<file path="src/rtl/period_meter.sv">
// Measures the period and high time of a slow, possibly asynchronous square wave in clk cycles.
// Results are captured at each rising edge; a stalled input raises a sticky timeout flag.
module period_meter #(
  parameter int unsigned CNT_W       = 26,
  parameter int unsigned TIMEOUT     = 50_000_000,
  parameter int unsigned SYNC_STAGES = 2
) (
  input  logic             clk,
  input  logic             reset,
  input  logic             enable,
  input  logic             sig_in,
  output logic             edge_rise,
  output logic             edge_fall,
  output logic [CNT_W-1:0] period,
  output logic [CNT_W-1:0] high_time,
  output logic             meas_valid,
  output logic             timeout
);

  typedef enum logic [1:0] {StWaitFirst, StHigh, StLow} state_e;

  localparam logic [CNT_W-1:0] TimeoutCnt = CNT_W'(TIMEOUT);
  localparam logic [CNT_W-1:0] One        = CNT_W'(1);

  state_e                 state_q;
  logic [SYNC_STAGES-1:0] sync_q;
  logic                   s_d_q;
  logic [CNT_W-1:0]       count_q;
  logic [CNT_W-1:0]       high_cap_q;

  logic s;
  logic rise;
  logic fall;

  assign s    = sync_q[SYNC_STAGES-1];
  assign rise = s & ~s_d_q;
  assign fall = ~s & s_d_q;

  always_ff @(posedge clk) begin
    if (!reset) begin
      sync_q     <= '0;
      s_d_q      <= 1'b0;
      state_q    <= StWaitFirst;
      count_q    <= '0;
      high_cap_q <= '0;
      period     <= '0;
      high_time  <= '0;
      meas_valid <= 1'b0;
      timeout    <= 1'b0;
      edge_rise  <= 1'b0;
      edge_fall  <= 1'b0;
    end else begin
      sync_q     <= {sync_q[SYNC_STAGES-2:0], sig_in};
      s_d_q      <= s;
      edge_rise  <= rise;
      edge_fall  <= fall;
      meas_valid <= 1'b0;

      if (!enable) begin
        // Captured results and the timeout flag are held while disabled.
        state_q <= StWaitFirst;
        count_q <= '0;
      end else begin
        unique case (state_q)
          StWaitFirst: begin
            if (rise) begin
              count_q <= One;
              state_q <= StHigh;
            end else begin
              count_q <= '0;
            end
          end
          StHigh: begin
            if (rise) begin
              // Missed fall: the whole interval counts as high time.
              period     <= count_q;
              high_time  <= count_q;
              meas_valid <= 1'b1;
              timeout    <= 1'b0;
              count_q    <= One;
            end else if (fall) begin
              high_cap_q <= count_q;
              count_q    <= count_q + One;
              state_q    <= StLow;
            end else if (count_q == TimeoutCnt) begin
              timeout <= 1'b1;
              count_q <= '0;
              state_q <= StWaitFirst;
            end else begin
              count_q <= count_q + One;
            end
          end
          StLow: begin
            if (rise) begin
              period     <= count_q;
              high_time  <= high_cap_q;
              meas_valid <= 1'b1;
              timeout    <= 1'b0;
              count_q    <= One;
              state_q    <= StHigh;
            end else if (count_q == TimeoutCnt) begin
              timeout <= 1'b1;
              count_q <= '0;
              state_q <= StWaitFirst;
            end else begin
              count_q <= count_q + One;
            end
          end
          default: begin
            state_q <= StWaitFirst;
            count_q <= '0;
          end
        endcase
      end
    end
  end

endmodule
</file>
<file path="config.mk">
export PLATFORM = sky130hd
export DESIGN_NAME = period_meter
export DESIGN_NICKNAME = d
export VERILOG_FILES = /design/src/rtl/period_meter.sv
export SDC_FILE = /design/constraint.sdc
export NUM_CORES = 1
export LEC_CHECK = 0
export CORE_UTILIZATION = 50
export DETAILED_ROUTE_END_ITERATION = 10
export PLACE_DENSITY = 0.81
export SLEW_MARGIN = 10
export SYNTH_ARGS = -nofsm -noshare
export SYNTH_HDL_FRONTEND = slang
export SYNTH_SLANG_ARGS = --single-unit
</file>
<file path="constraint.sdc">
create_clock -name clk -period 3.6 [get_ports clk]
set_clock_uncertainty 0.2 [all_clocks]
set_input_delay 0.9 -clock clk [delete_from_list [all_inputs] [get_ports clk]]
set_output_delay 0.9 -clock clk [all_outputs]
set_load 0.02 [all_outputs]
</file>
Yosys cells after proc, flatten, opt, wreduce, memory -nomap -nowiden. Cells that the tools add are included.

Register bits after elaboration: 113. Latch bits: 0. Memory bits (writable): 0. ROM bits: 0. Input port bits: 4. Output and inout port bits: 56. Logic and storage cells: 56. Memories: 0.

Add/sub/neg operators: 1. Multipliers: 0. Div/mod/pow operators: 0. $lt $le $gt $ge: 0. Equality and inequality tests: 8. Shifts and indexed selects: 0. Muxes and demuxes: 21. Bitwise operators: 5. Reductions and logical operators: 10.

Operators by type and width (count): two-way mux 26 bit (6); case mux 26 bit (3 select lines) (1); case mux 26 bit (2 select lines) (1); adder 26 x 1 -> 26 bit (second input constant) (1); == test 26 bit (second input constant) (1); two-way mux 2 bit (5); AND reduction 3 bit (3); != test 2 bit (second input constant) (4); AND reduction 4 bit (2); two-way mux 1 bit (6); case mux 2 bit (3 select lines) (1); AND reduction 2 bit (2); != test 3 bit (second input constant) (1); NOT 1 bit (3); bitwise AND 1 bit (2); == test 2 x 1 -> 1 bit (second input constant) (1); == test 2 bit (second input constant) (1); logical NOT 2 bit (1); case mux 1 bit (2 select lines) (1); nonzero test 2 bit (1); OR reduction 2 bit (1).

Logic depth before layout (Yosys ltp).
Depth in word-level cells: 5. Mapped depth: 9. Mapped depth without buffers: 7.

Worst setup path after synthesis. Ideal clock, no wire load.

Path type: input to register. Start: in enable. End: reg high_time[22]. Library setup time: 0.116 ns. Data arrival time: 1.759 ns. Required time: 3.284 ns. Setup slack: 1.525 ns. Cell stages on the path: 5. Buffers on the path: 1. Cell sequence: o21ai_0 -> nor2_1 -> clkbuf_1 -> nand2_1 -> o211a_1.

Cells in the longest elaborated chain, start to end: 1.

RTL lines: start: declaration (line 10) `input logic enable,`; AND reduction 4 bit (no line); end signal: assignment (line 77) `high_time <= count_q;`; end signal: assignment (line 96) `high_time <= high_cap_q;`; end: declaration (line 15) `output logic [CNT_W-1:0] high_time,`.

Every way passes these cells. A chain may end at the register's enable or synchronous reset.

Worst setup path in the final report.
Start: reg count_q[0]. End: reg count_q[18].

Cells in the longest elaborated chain, start to end: 5. Elaborated cells on any way between the ends: 7. Classes of those cells: add/sub: 1; eq/ne: 1; mux: 5.

RTL lines: start: declaration (line 28) `logic [CNT_W-1:0] count_q;`; start signal: assignment (line 67) `count_q <= One;`; start signal: assignment (line 80) `count_q <= One;`; start signal: assignment (line 83) `count_q <= count_q + One;`; adder 26 x 1 -> 26 bit or == test 26 bit (tied branches); two-way mux 26 bit (line 85, 101); two-way mux 26 bit (line 81) `end else if (fall) begin`; two-way mux 26 bit (line 74) `if (rise) begin`; case mux 26 bit (3 select lines) * (line 64) `unique case (state_q)`.

Every way passes the cells marked *; elsewhere a longest branch is shown, timed or not.

==> results.ini <==
[status]
outcome = finished, final reports clean

[sta]
finalSetupTns_ps = 0
maxSlewHeadroom_pct = 31.30
post-route-period-util_pct = 74.74
setup_ws_ps = 909.4
fin_hold_ws_ps = 233.7
worst_slew_pin_slew_ps = 1030
final-max-slew-violation-count = 0
clock.fmax_mhz = 371.7
rsz0062_at_grt = no
setup_viol = 0
min_period_ps = 2691
finalHoldViolCount = 0

[worst_hold_path]
hp-class = register to register
min_path_cells = 1
min_from = sync_q[0]

[yosys]
yosys.area.top_type = dfxtp_1
synth_cell_types = 42
yosys-top-cells-area = dfxtp_1 47%, nand2_1 11%, a21boi_0 8.0%, o211a_1 5.3%, mux2i_1 4.3%
syn-num-nets = 557
synth_seq_area_share_pct = 46.50
synth_edf_count = 0
async_reset_ff_share_pct = 0
synthFlopType = dfxtp_1
syn-instance-count = 547
yosysTopAreaCellShare_pct = 46.50
syn_avg_cell_area_sq_um = 8.893
ys_ff_latch = 113
syn_area_sq_um = 4865
yosysWarnings = 0

[routing]
ant_nets = 0
wl_mm = 11.25
vias = 4053
first_iter_violations = 243
wire_per_inst_microns = 15.35
drt-pass1-iter-count = 5
routed_via_density = 5.529
drc = 0

[global_routing]
grt_max_degree = 84
globalRouteTotalUtil_pct = 24.08
grt_overflow = 0
grt_first_pass_wirelength_mm = 18.77
antenna_found_initial = 0
grt_pass1_vias = 3885

[run]
drv_cap = 0

[clock_tree]
cts_resized = 0
h-tree-depth = 4
path_clk_slew_ps = 60
postCtsHoldBufs = 0
cts_made_buffers = 17
worst_skew_pair.late_latency_ps = 520
cts_buffer_depth = 2
cts_tree = yes
clock-root-buffer = clkbuf_8
clock-sinks = 113
post_cts_buffers = 0

[die]
dieHeight_microns = 100.6
core_area_sq_um = 9328
ios = 60
dieArea_sq_um = 10130
initial_core_util_pct = 52.15
rows = 35
fp.dieW_microns = 100.6

[worst_setup_path]
crit_required_ps = 3750
crit_slowest_cell = o21ai_2
crit_fanout = 25
rr_worst_depth = 7
start_kind = register
endpoint_kind = register
critical_path.top_delay_family = compound AO/OA/AOI/OAI gates
cp.depth = 7
worst_ep_arrival_time_ps = 2840
r2r_start = count_q[0]
worstSetupPathType = register to register
worstPathCellList = inv_1 > ha_1 > nor4b_4 > nand4_2 > o31a_1 > o21ai_2 > nor2_1
setup.worst_path.start = count_q[0]
path_buf_inv = 1
cp_slowest_stage_delay_ps = 810

[power_and_ir_drop]
powerDensity_nw_per_um2 = 497.4
p_leak_uw = 0.002312
vdd_drop_max_mv = 0.3178

[place]
dp_hpwl_mm = 6.974
portBuffers = 59
finalWeightedCongestion = 0.9528
numPlacedInstances = 702
dp_worst_setup_slack_ps = 804.4

[cells_and_area]
seq_area_sq_um = 2262
nNetsFinal = 602
n_antenna_cell = 0
syn_to_final_growth_pct = 25.77
multi_input_area_sq_um = 2382
drive_above_1_share_pct = 8.113
fin_cells = 733
final.fill_count = 725

[final cells by class]
cell class              instances  area share, %
clock buffers                  21          7.505
clock inverters                10          2.577
inverters                      10         0.6135
multi-input cells             383          38.94
flip-flops and latches        113          36.97
well taps                     129          2.638
repair buffers                 67          10.76
[metal layers]
metal / wire (microns) / part of all wire (%) / GRT usage [%] / up-vias
li1: - / - / - / 1939
met5: 0 / 0 / 0 / -
met4: 159 / 1.4 / 10.26 / 0
met3: 763 / 6.8 / 7.698 / 22
met1: 4852 / 43 / 29.57 / 1938
met2: 5476 / 49 / 38.94 / 154
[cell usage after synthesis (all sizes together) (4+ instances only)]
cell type / number
nand3: 13
o211ai: 5
clkbuf: 26
nand4: 8
a21oi: 4
and2: 6
nor3: 12
a21boi: 52
mux2i: 21
dfxtp: 113
ha: 6
xnor2: 12
and3: 6
xor2: 12
inv: 10
nand2: 138
o211a: 26
buf: 15
nor2: 40
[sequential cells by signal, indices dropped and copies added, names as in the netlist]
| name | count |
|---|---|
| edge_fall | 1 |
| high_time | 26 |
| sync_q | 2 |
| s_d_q | 1 |
| high_cap_q | 26 |
| count_q | 26 |
| period | 26 |
| meas_valid | 1 |
| edge_rise | 1 |
| state_q | 2 |
| timeout | 1 |
[where the power goes]
part	switching [uW]	internal [uW]	leakage [uW]
registers	2.73	1250	0.000910
clock network	570	1170	0.000296
logic	25.9	19.3	0.00111
total	599	2440	0.00231
[metrics by stage]
step / utilization [%] / power (uW) / instance area, sq um
after floorplan: - / 1315 / 4865
after global placement: 58.98 / 1326 / 5502
after detailed placement: 58.98 / 1328 / 5502
after CTS: 65.59 / 3059 / 6118
after global routing: 65.59 / 3131 / 6118
final: 65.59 / 3043 / 6118
[path summary, 6_finish.rpt]
path,end,slack [ps]
setup / recovery,count_q[18],910
setup reg to reg,count_q[18],910
hold reg to reg,sync_q[1],230
hold / removal,sync_q[1],230
[logic make-up after synthesis]
logic type                 after synthesis  synth area share [%]
and+or+nand+nor                        235                 22.35
DFF                                    113                 46.50
AOI/OAI and AO/OA                       96                 16.05
buffers and inverters                   51                 4.681
xor gates and xnor gates                24                 4.321
muxes                                   22                 4.552
adders and majority gates                6                 1.543
[cell usage in the layout (no fill, tap or decap), drive strengths merged, types with 2 or more instances in the layout]
cell type and count:
nand2 138, dfxtp 113, clkdlybuf4s50 58, a21boi 52, nor2 40, o211a 26
mux2i 21, clkbuf 21, nand3 13, nor3 12, xnor2 12, xor2 12
inv 10, buf 9, nand4 8, and2 6, and3 6, ha 6
o211ai 5, a21oi 4, bufinv 4, clkinv 3, clkinvlp 3, nor4b 3
nor4 3, o21ai 3, nand2b 2, o31a 2
Power figures use the tool's default switching activity.
